File: src/rtl/conv_pkg.sv
// Shared definitions for the sliding-window convolution control path.
package conv_pkg;

  // Controller state encoding; values are fixed so datapath and bench can decode them.
  typedef enum logic [2:0] {
    IDLE  = 3'd0,
    PUSH  = 3'd1,
    CAL   = 3'd2,
    WRITE = 3'd3,
    DONE  = 3'd4
  } state_e;

endpackage

File: src/rtl/conv_pix_counter.sv
// Raster row/column counter: col wraps at IMG_W-1 into the next row, row wraps at frame end.
module conv_pix_counter #(
  parameter  int IMG_W = 64,
  parameter  int IMG_H = 64,
  localparam int CW    = $clog2(IMG_W),
  localparam int RW    = $clog2(IMG_H)
) (
  input  logic          clk,
  input  logic          rst_n,
  input  logic          clr,
  input  logic          inc,
  output logic [RW-1:0] row,
  output logic [CW-1:0] col,
  output logic          last
);

  logic [RW-1:0] row_q;
  logic [CW-1:0] col_q;

  // Advance one raster position per increment; clear has priority.
  always_ff @(posedge clk or negedge rst_n) begin
    if (!rst_n) begin
      row_q <= '0;
      col_q <= '0;
    end else if (clr) begin
      row_q <= '0;
      col_q <= '0;
    end else if (inc) begin
      if (col_q == CW'(IMG_W - 1)) begin
        col_q <= '0;
        row_q <= (row_q == RW'(IMG_H - 1)) ? '0 : row_q + RW'(1);
      end else begin
        col_q <= col_q + CW'(1);
      end
    end
  end

  assign row  = row_q;
  assign col  = col_q;
  assign last = (row_q == RW'(IMG_H - 1)) && (col_q == CW'(IMG_W - 1));

endmodule

File: src/rtl/conv_ctrl_fsm.sv
// Control FSM for the sliding-window convolution: pixel push, MAC enable, result handshake.
module conv_ctrl_fsm
  import conv_pkg::*;
#(
  parameter  int IMG_W   = 64,
  parameter  int IMG_H   = 64,
  parameter  int K       = 3,
  parameter  int MAC_LAT = 2,
  localparam int CW      = $clog2(IMG_W),
  localparam int RW      = $clog2(IMG_H),
  localparam int LW      = $clog2(MAC_LAT + 1)
) (
  input  logic          clk,
  input  logic          rst_n,
  input  logic          start,
  input  logic          abort,
  input  logic          pix_valid,
  output logic          pushpixel,
  output logic          multi_act,
  output logic          out_valid,
  input  logic          out_ready,
  output logic [RW-1:0] out_row,
  output logic [CW-1:0] out_col,
  output logic          busy,
  output logic          fin
);

  state_e        state_q, state_d;
  logic [LW-1:0] lat_q, lat_d;
  logic [RW-1:0] out_row_q, out_row_d;
  logic [CW-1:0] out_col_q, out_col_d;
  logic          trig_last_q, trig_last_d;
  logic          multi_act_q, out_valid_q, busy_q, fin_q;

  logic [RW-1:0] row;
  logic [CW-1:0] col;
  logic          last;
  logic          cnt_clr, cnt_inc;
  logic          win_ok;

  conv_pix_counter #(
    .IMG_W (IMG_W),
    .IMG_H (IMG_H)
  ) u_pix_counter (
    .clk   (clk),
    .rst_n (rst_n),
    .clr   (cnt_clr),
    .inc   (cnt_inc),
    .row   (row),
    .col   (col),
    .last  (last)
  );

  // Pixel acceptance is the only output not taken from a register.
  assign pushpixel = (state_q == PUSH) && pix_valid;

  // Signed compare keeps the K=1 case from degenerating into an unsigned >= 0 test.
  assign win_ok = (int'(row) >= K - 1) && (int'(col) >= K - 1);

  // Next-state, counter control and window-origin capture; abort overrides everything.
  always_comb begin
    state_d     = state_q;
    lat_d       = lat_q;
    out_row_d   = out_row_q;
    out_col_d   = out_col_q;
    trig_last_d = trig_last_q;
    cnt_clr     = 1'b0;
    cnt_inc     = 1'b0;
    case (state_q)
      IDLE: begin
        if (start) begin
          state_d = PUSH;
          cnt_clr = 1'b1;
        end
      end
      PUSH: begin
        if (pix_valid) begin
          cnt_inc = 1'b1;
          if (win_ok) begin
            out_row_d   = row - RW'(K - 1);
            out_col_d   = col - CW'(K - 1);
            lat_d       = '0;
            trig_last_d = last;
            state_d     = CAL;
          end
        end
      end
      CAL: begin
        if (lat_q == LW'(MAC_LAT - 1)) state_d = WRITE;
        else                           lat_d   = lat_q + LW'(1);
      end
      WRITE: begin
        if (out_ready) state_d = trig_last_q ? DONE : PUSH;
      end
      DONE:    state_d = IDLE;
      default: state_d = IDLE;
    endcase
    if (abort) begin
      state_d     = IDLE;
      cnt_clr     = 1'b1;
      cnt_inc     = 1'b0;
      lat_d       = '0;
      trig_last_d = 1'b0;
    end
  end

  // State and Moore outputs registered together; outputs decode the next state.
  always_ff @(posedge clk or negedge rst_n) begin
    if (!rst_n) begin
      state_q     <= IDLE;
      lat_q       <= '0;
      out_row_q   <= '0;
      out_col_q   <= '0;
      trig_last_q <= 1'b0;
      multi_act_q <= 1'b0;
      out_valid_q <= 1'b0;
      busy_q      <= 1'b0;
      fin_q       <= 1'b0;
    end else begin
      state_q     <= state_d;
      lat_q       <= lat_d;
      out_row_q   <= out_row_d;
      out_col_q   <= out_col_d;
      trig_last_q <= trig_last_d;
      multi_act_q <= (state_d == CAL);
      out_valid_q <= (state_d == WRITE);
      busy_q      <= (state_d != IDLE);
      fin_q       <= (state_d == DONE);
    end
  end

  assign multi_act = multi_act_q;
  assign out_valid = out_valid_q;
  assign busy      = busy_q;
  assign fin       = fin_q;
  assign out_row   = out_row_q;
  assign out_col   = out_col_q;

endmodule

File: config.mk
export PLATFORM = sky130hd
export DESIGN_NAME = conv_ctrl_fsm
export DESIGN_NICKNAME = d
export VERILOG_FILES = /design/src/rtl/conv_pkg.sv /design/src/rtl/conv_pix_counter.sv /design/src/rtl/conv_ctrl_fsm.sv
export SDC_FILE = /design/constraint.sdc
export NUM_CORES = 1
export LEC_CHECK = 0
export CAP_MARGIN = 15
export CORE_ASPECT_RATIO = 2
export CORE_MARGIN = 5
export CORE_UTILIZATION = 49
export CTS_CLUSTER_DIAMETER = 150
export CTS_CLUSTER_SIZE = 14
export DETAILED_ROUTE_END_ITERATION = 8
export PLACE_DENSITY = 0.72
export SYNTH_ARGS = -nofsm -noshare
export SYNTH_HDL_FRONTEND = slang
export SYNTH_SLANG_ARGS = --single-unit
export TNS_END_PERCENT = 1
File: constraint.sdc
create_clock -name clk -period 1.97 [get_ports clk]
set_clock_uncertainty 0.2 [all_clocks]
set_input_delay 0.591 -clock clk [delete_from_list [all_inputs] [get_ports clk]]
set_output_delay 0.591 -clock clk [all_outputs]
set_load 0.02 [all_outputs]
# --- After elaboration in Yosys (flattened, before gate mapping) ---
# Index checks and enable logic that the tools add are counted.
totals:
  inputBits: 6
  output_inout_bits: 17
  regBits: 34
  wordCells: 75
op_classes:
  reduce_logical: 15
  addsub: 5
  n_eq_ne: 12
  n_lt_le_gt_ge: 2
  muxes: 30
ops:
  columns: ["op", "n"]
  rows:
  - ["$mux W6", 7]
  - ["$mux W3", 7]
  - ["$add A6 B1 Y6 const B", 2]
  - ["$eq A3 B2 Y1 const B", 4]
  - ["$eq A6 B6 Y1 const B", 2]
  - ["$ge A6 B2 Y1 const B", 2]
  - ["$pmux W3 S4", 1]
  - ["$sub A6 B2 Y6 const B", 2]
  - ["$mux W1", 10]
  - ["$reduce_bool A2 Y1", 5]
  - ["$ne A3 B3 Y1 const B", 3]
  - ["$mux W2", 4]
  - ["$reduce_and A3 Y1", 2]
  - ["$reduce_bool A3 Y1", 2]
  - ["$pmux W2 S2", 1]
  - ["$reduce_and A4 Y1", 1]
  - ["$eq A3 B1 Y1 const B", 1]
  - ["$eq A3 B3 Y1 const B", 1]
  - ["$logic_and A1 B1 Y1", 3]
  - ["$logic_not A3 Y1", 1]
  - ["$add A2 B1 Y2 const B", 1]
  - ["$eq A2 B1 Y1 const B", 1]
  - ["$reduce_and A2 Y1", 1]

# --- Longest topological paths before layout ---
# Gate-level depths: netlist of run 1.
depth:
  ltp_word: 7
  ltp_mapped: 7
  ltp_nobuf: 6

# --- Hierarchy ---
# From an unflattened synthesis of run 1, not the netlist that was laid out.
hier_totals:
  cells_unflattened: 169
  area_unflattened_um2: 1806.7
by_module_without_submodules:
  columns: ["module", "cells_per_inst", "seq_area_each_um2", "area_per_inst_um2", "instances"]
  rows:
  - ["conv_ctrl_fsm", 97, 550.5, 1131.1, 1]
  - ["conv_pix_counter", 72, 300.3, 675.6, 1]

# --- Least setup slack after synthesis of run 1 ---
# Ideal clock, no wire load.
synth_path:
  path_type: "input -> register"
  startpoint: "input abort"
  endpoint: "register u_pix_counter.row_q[5], in the netlist u_pix_counter.row[5]"
  required_ps: 1675
  stages: 4
  setup_time_ps: 95
  arrival_time_ps: 1659
  path_buffers: 1
  setup_slack_ps: 16
  path_cell_list: "clkbuf_1 > or2_2 > or4_1 > o31ai_1"
synth_via:
  elab_chain_cells: 3
  word_cells_on_any_way: 6
  cone_classes: "mux: 3; reduce/logical: 3"
synth_rtl:
  columns: ["item", "line", "source"]
  rows:
  - ["from (decl)", "conv_ctrl_fsm.sv:16", "input logic abort,"]
  - ["$mux W1", "conv_ctrl_fsm.sv:98", "if (abort) begin"]
  - ["$reduce_bool A2 Y1 (no source line)", null, null]
  - ["$reduce_and A2 Y1 (no source line)", null, null]
  - ["to (signal assigned)", "conv_pix_counter.sv:31", "row_q <= (row_q == RW'(IMG_H - 1)) ? '0 : row_q + RW'(1);"]
  - ["to (decl)", "conv_pix_counter.sv:17", "logic [RW-1:0] row_q;"]
# Several ways; a longest one is shown, not always the timed one.
# A chain may end at the register's enable or synchronous reset.

# --- Final worst setup path of run 1 ---
layout_path:
  startpoint: "input start"
  endpoint: "register multi_act_q, in the netlist multi_act"
layout_via:
  elab_chain_cells: 4
layout_rtl:
  columns: ["item", "line", "source"]
  rows:
  - ["from (decl)", "conv_ctrl_fsm.sv:15", "input logic start,"]
  - ["$mux W3", "conv_ctrl_fsm.sv:71", "if (start) begin"]
  - ["$pmux W3 S4", "conv_ctrl_fsm.sv:69", "case (state_q)"]
  - ["$mux W3", "conv_ctrl_fsm.sv:98", null]
  - ["$eq A3 B2 Y1", "conv_ctrl_fsm.sv:125", "multi_act_q <= (state_d == CAL);"]
  - ["to (signal assigned)", "conv_ctrl_fsm.sv:125", null]
  - ["to (decl)", "conv_ctrl_fsm.sv:33", "logic multi_act_q, out_valid_q, busy_q, fin_q;"]
# Every way passes these cells.

==> results by group, run 1 <==
Placement
  • Detail Placement HPWL: about 3200 um
  • Place WS: -0.787 ns
  • IO buf count: 22
  • Gpl congestion: 0.913

Route
  • Drt initial violations: 43
  • Via count: 1507
  • Routed WL per cell: 15.0 um
  • TritonRoute pass-1 iters: 4
  • Via density: approximately 5.4
  • DRC: 0
  • Drt total wl: 4140 um
  • Final ANT Viol Nets: 0

Yosys
  • Commonest cells in the synthesized netlist: dfrtp_1 (34), nand2_1 (22), nor2_1 (17)
  • Post-synth EDFFs: 0
  • Avg Inst Size Synth: around 10 um^2
  • Syn. warnings: 0
  • Mapped Cells: 180
  • Syn_nets: between 150 and 200
  • Top cell type's share of synthesized area: 0.474
  • Synth area leader: dfrtp_1
  • #FFs+latches synth: 34
  • Synthesized cell area: about 0.0018 mm^2
  • Most common cell in the synthesized netlist: dfrtp_1
  • Post-synthesis sequential area ratio: 0.474
  • Largest cells by area after synthesis: dfrtp_1 (47%), ha_1 (6.3%), nand2_1 (4.6%)
  • Asr flop ratio synth: 1.00
  • Post-synthesis cell type count: 45
  • Dominant synthesized flop cell: dfrtp_1

Critical path
  • Cells on worst reg2reg path: 4
  • Worst EP required: ~2.0 ns
  • Kind of critical path: input port to flop
  • Worst Setup SP: start
  • Critical path destination: multi_act$_DFF_PN0_
  • Worst Path Arrival: a little under 2 ns
  • Worst Path Max Fanout: 3
  • FF-to-FF setup slack: roughly 0.080 ns
  • Worst R2R End: multi_act$_DFF_PN0_
  • CP endpoint kind: flop
  • Worst setup SP type: input port
  • RR Startpoint: u_pix_counter.col[1]$_DFFE_PN0P_

Worst hold path
  • Min-Delay Path Class: flop to flop

Clock tree
  • CTS tree: yes
  • H-tree depth: 2
  • Clock sink count: 34
  • Clock Pin Slew Worst Setup and Hold Paths: approximately 0.070 ns
  • Root buffer cell: clkbuf_8
  • Total CTS buffers: 5
  • Hold_buf cts: 0
  • Worst skew pair latency: a little under 0.3 ns
  • Clock tree buffer depth: 2

Power
  • Comb pwr share: 0.083
  • Total power: 1.30 mW
  • Worst VDD drop: 0.000412 V
  • Sw Ratio: 0.238
  • Pleak: between 1 and 1.5 nW
  • Clock share of power: 0.370
  • Sequential group share of total power: 0.547
  • Internal Power: about 0.99 mW
  • Pwr Density: 555 mW/mm^2
  • Net Switching: a little over 0.3 mW

Finish
  • Layout area overhead: 30.5%
  • Nets: between 200 and 250
  • Core Util, Final: 0.656
  • Share of cells above drive strength 1: 0.228
  • Storage element area: ~850 um^2
  • Fillers: ~310
  • Area of the multi-input gates: just under 900 um^2
  • # diodes: 0

Timing
  • Setup Total Neg Slack: 0 ns
  • Final Cycle Share: 0.969
  • Slew @ Worst Pin: around 0.32 ns
  • Fin crit period: around 1.9 ns
  • Headroom to the max-slew limit: 0.783
  • Final setup fails: 0
  • Final Max Slew Viols: 0
  • Achievable Freq: between 0.5 and 0.6 GHz
  • Final Hold Viols: 0
  • Hold_ws: between 0.2 and 0.3 ns
  • Fin worst setup slack: between 0.06 and 0.07 ns

Floorplan
  • Initial core utilization: 0.503
  • Die Ht: 95.6 um
  • Core Area: between 0.003 and 0.004 mm^2
  • Io pins: 23
  • Die Span X: between 50 and 60 um
  • Die Area: just over 0.005 mm^2
  • Core Rows: 31

Global route
  • Global-route wire length before repair: 7180 um
  • Total global-route track usage: 0.196
  • Initial antenna violation count: 0
  • Global route overflow: 0
  • Largest net degree at the start of global routing: 35
  • Vias in the first global route: roughly 1600

Job
  • Max-Cap Viols: 0

Status
  • Status: finished, final reports clean
[power by group through the flow]
stage          registers (mW)  logic, mW  clock network, mW
3_5_place_dp            0.723      0.106                  0
3_3_place_gp            0.723      0.104                  0
6_report                0.711      0.108              0.481
2_1_floorplan           0.732     0.0331                  0
4_1_cts                 0.710      0.105              0.497
5_1_grt                 0.711      0.118              0.533
[cell usage in the layout (no fill, tap or decap), types with 2 or more instances in the layout]
cell,count
a21oi_1,4
a311oi_1,3
a31oi_1,4
and3_1,3
buf_4,25
buf_6,2
clkbuf_8,5
clkdlybuf4s50_1,4
clkinv_2,2
dfrtp_1,34
dlygate4sd2_1,16
ha_1,9
inv_1,10
nand2_1,22
nand3_1,5
nand4_1,5
nor2_1,17
nor4b_1,2
o21ai_0,11
o31ai_1,3
or2_2,2
or4_4,2
xnor2_1,6
xor2_1,3
[critical path, cell delays in order]
cell and delay, ns:
clkdlybuf4s50_1 0.40, nor4b_2 0.16, buf_4 0.13, a311oi_2 0.28
o21a_1 0.23, nor2b_1 0.14
[cell type report]
type	count	area share
timing repair buffer	49	0.177
multi-input combinational	127	0.382
tap	49	0.0262
sequential	34	0.363
inverter	11	0.0176
clock buffer	5	0.0294
clock inverter	2	0.00427
[how the worst min path moves through the flow]
stage | from | end | slack [ns] | depth (start not counted)
2_1_floorplan | rst_n | busy$_DFF_PN0_ | 0.1 | 0
3_3_place_gp | out_col[3]$_DFFE_PN0P_ | out_col[3]$_DFFE_PN0P_ | 0.27 | 2
3_5_place_dp | out_row[0]$_DFFE_PN0P_ | out_row[0]$_DFFE_PN0P_ | 0.27 | 2
4_1_cts | out_row[0]$_DFFE_PN0P_ | out_row[0]$_DFFE_PN0P_ | 0.28 | 2
5_1_grt | out_row[2]$_DFFE_PN0P_ | out_row[2]$_DFFE_PN0P_ | 0.32 | 2
6_report | out_row[0]$_DFFE_PN0P_ | out_row[0]$_DFFE_PN0P_ | 0.28 | 2
[registers in the layout, summed over array words and instances (netlist names)]
name	flops
out_col	6
out_row	6
u_pix_counter.col	6
u_pix_counter.row	6
state_q	3
lat_q	2
busy	1
fin	1
multi_act	1
out_valid	1
trig_last_q	1
[layer usage]
layer  track usage  vias to the layer above  wire length, um
met1         0.175                      739             1460
met3        0.0423                        9              106
li1              -                      734                -
met5             0                        -                0
met2         0.385                       25             2480
met4        0.0981                        0              104
[cells by family after synthesis]
logic type	count (synthesis)	share of synthesized area
AND/OR/NAND/NOR	71	0.209
AO/OA/AOI/OAI	37	0.149
flip-flops	34	0.474
buffers and inverters	19	0.0530
XOR/XNOR	9	0.0439
adder cells (fa/ha/maj)	9	0.0628
multiplexers	1	0.00837
[timing repair]
action,CTS,global route
setup buffers,1,0
pin swaps,1,1
resized for setup,26,7
endpoints found under the setup margin,38,26
[stage by stage]
step / instances / instance area [um^2]
floorplan: 180 / 1790
global placement: 269 / 2230
detailed placement: 269 / 2230
CTS: 277 / 2300
global route: 277 / 2340
finish: 277 / 2340
Power figures use the tool's default switching activity.
==> run 2, diff against run 1 <==
Settings changed: CORE_ASPECT_RATIO 2 to 0.9.
==> results by group, run 2 (synthesized netlist as in run 1, its figures left out) <==
Timing
  • Final Hold Viols: 0
  • Final setup fails: 1
  • Slew @ Worst Pin: about 0.46 ns
  • RSZ-0062 raised after global routing: yes
  • Final Cycle Share: 1.00
  • Final Max Slew Viols: 0
  • Headroom to the max-slew limit: 0.687
  • Achievable Freq: slightly above 0.5 GHz
  • Hold_ws: 0.278 ns
  • Fin crit period: around 2 ns
  • Fin worst setup slack: -0.00670 ns

Floorplan
  • Core Area: between 0.003 and 0.004 mm^2
  • Die Area: ~0.0050 mm^2
  • Die Span X: roughly 74 um
  • Core Rows: 20
  • Initial core utilization: 0.520
  • Die Ht: a little under 70 um
  • Io pins: 23

Clock tree
  • Clock sink count: 34
  • Total CTS buffers: 5
  • Clock Pin Slew Worst Setup and Hold Paths: approximately 0.060 ns
  • CTS tree: yes
  • H-tree depth: 2
  • Clock tree buffer depth: 2
  • Worst skew pair latency: 0.29 ns
  • Hold_buf cts: 0
  • Root buffer cell: clkbuf_8

Route
  • Routed WL per cell: about 15 um
  • TritonRoute pass-1 iters: 4
  • Via count: around 1500
  • Via density: 5.55
  • Drt initial violations: slightly below 80
  • DRC: 0
  • Final ANT Viol Nets: 0
  • Drt total wl: about 4000 um

Finish
  • Core Util, Final: 0.676
  • Commonest non-fill, non-tap cell in the layout: dfrtp_1
  • Layout area overhead: 30.1%
  • Storage element area: 851 um^2
  • Fillers: between 200 and 300
  • Final Cell Area: approximately 0.0023 mm^2
  • Share of cells above drive strength 1: 0.219
  • # diodes: 0
  • Area of the multi-input gates: approximately 900 um^2
  • Leading cell types in the layout, fill and taps excluded: dfrtp_1 (34), buf_4 (24), nand2_1 (22)
  • Nets: 242

Global route
  • Global route overflow: 0
  • Total global-route track usage: 0.183
  • Largest net degree at the start of global routing: 35
  • Initial antenna violation count: 0
  • Global-route wire length before repair: 6890 um
  • Vias in the first global route: approximately 1600

Critical path
  • Worst Path Arrival: 1.96 ns
  • Critical path destination: u_pix_counter.row[5]$_DFFE_PN0P_
  • Worst Setup SP: start
  • CP endpoint kind: flop
  • Worst R2R End: multi_act$_DFF_PN0_
  • Worst setup SP type: input port
  • Worst Path Max Fanout: 2
  • Kind of critical path: input port to flop
  • FF-to-FF setup slack: approximately 0.08 ns
  • Worst EP required: a little under 2 ns
  • RR Startpoint: u_pix_counter.col[1]$_DFFE_PN0P_
  • Cells on worst reg2reg path: 4

Placement
  • Gpl congestion: around 0.8
  • Area after DPL: 0.00222 mm^2
  • Detail Placement HPWL: 2920 um
  • IO buf count: 22
  • Place WS: -0.774 ns

Status
  • Status: finished with violations
  • Violations in the final reports: negative setup slack

Power
  • Pleak: 1.19 nW
  • Total power: 1.34 mW
  • Worst VDD drop: 0.000471 V
  • Pwr Density: around 570 mW/mm^2

Job
  • Max-Cap Viols: 0

Worst hold path
  • Min-Delay Path Class: flop to flop
## run 2: cell types whose count changed in the layout (fill, tap and decap cells not counted), sizes merged
cell	before	now
clkbuf	6	8
buf	28	27
clkinv	2	1
## run 2: area by class of cell
class,instances,area share
repair buffers,48,0.175
clock inverters,1,0.00214
inverters,11,0.0177
multi-input cells,127,0.380
flip-flops and latches,34,0.364
well taps,44,0.0236
clock buffers,7,0.0370
## run 2: worst max-delay path: stages
cell and delay, ns:
clkdlybuf4s50_1 0.39, nor4b_1 0.16, or2_4 0.24, or4_1 0.50, o31ai_1 0.08
## run 2: worst min path at each step
stage          slack, ns  depth (start not counted)                endpoint                    from
3_3_place_gp        0.27                          2  out_row[3]$_DFFE_PN0P_  out_row[3]$_DFFE_PN0P_
3_5_place_dp        0.27                          2  out_row[3]$_DFFE_PN0P_  out_row[3]$_DFFE_PN0P_
2_1_floorplan        0.1                          0          busy$_DFF_PN0_                   rst_n
5_1_grt             0.31                          2  out_row[3]$_DFFE_PN0P_  out_row[3]$_DFFE_PN0P_
4_1_cts             0.28                          2  out_row[3]$_DFFE_PN0P_  out_row[3]$_DFFE_PN0P_
6_report            0.28                          2  out_row[3]$_DFFE_PN0P_  out_row[3]$_DFFE_PN0P_
## run 2: per-stage QoR
step | cells | TNS (ns)
floorplan | 180 | 0
global placement | 263 | -10.37
detailed placement | 263 | -11.14
CTS | 272 | 0
global route | 272 | -0.0473
finish | 272 | -0.00670
## run 2: repair_timing
action	CTS	global route
pin swaps	1	0
setup endpoints to repair	38	19
resized for setup	26	5
buffers inserted	1	0
## run 2: report_power, final
group          total (mW)  internal, mW  switching (mW)
logic               0.105        0.0452          0.0600
registers           0.711         0.706         0.00485
clock network       0.525         0.282           0.243
## run 2: routing by layer
layer / up-vias / part of all wire / global-route usage
met3: 8 / 0.053 / 0.0521
met5: - / 0 / 0
met2: 37 / 0.49 / 0.310
li1: 737 / - / -
met4: 0 / 0.023 / 0.0905
met1: 728 / 0.43 / 0.213
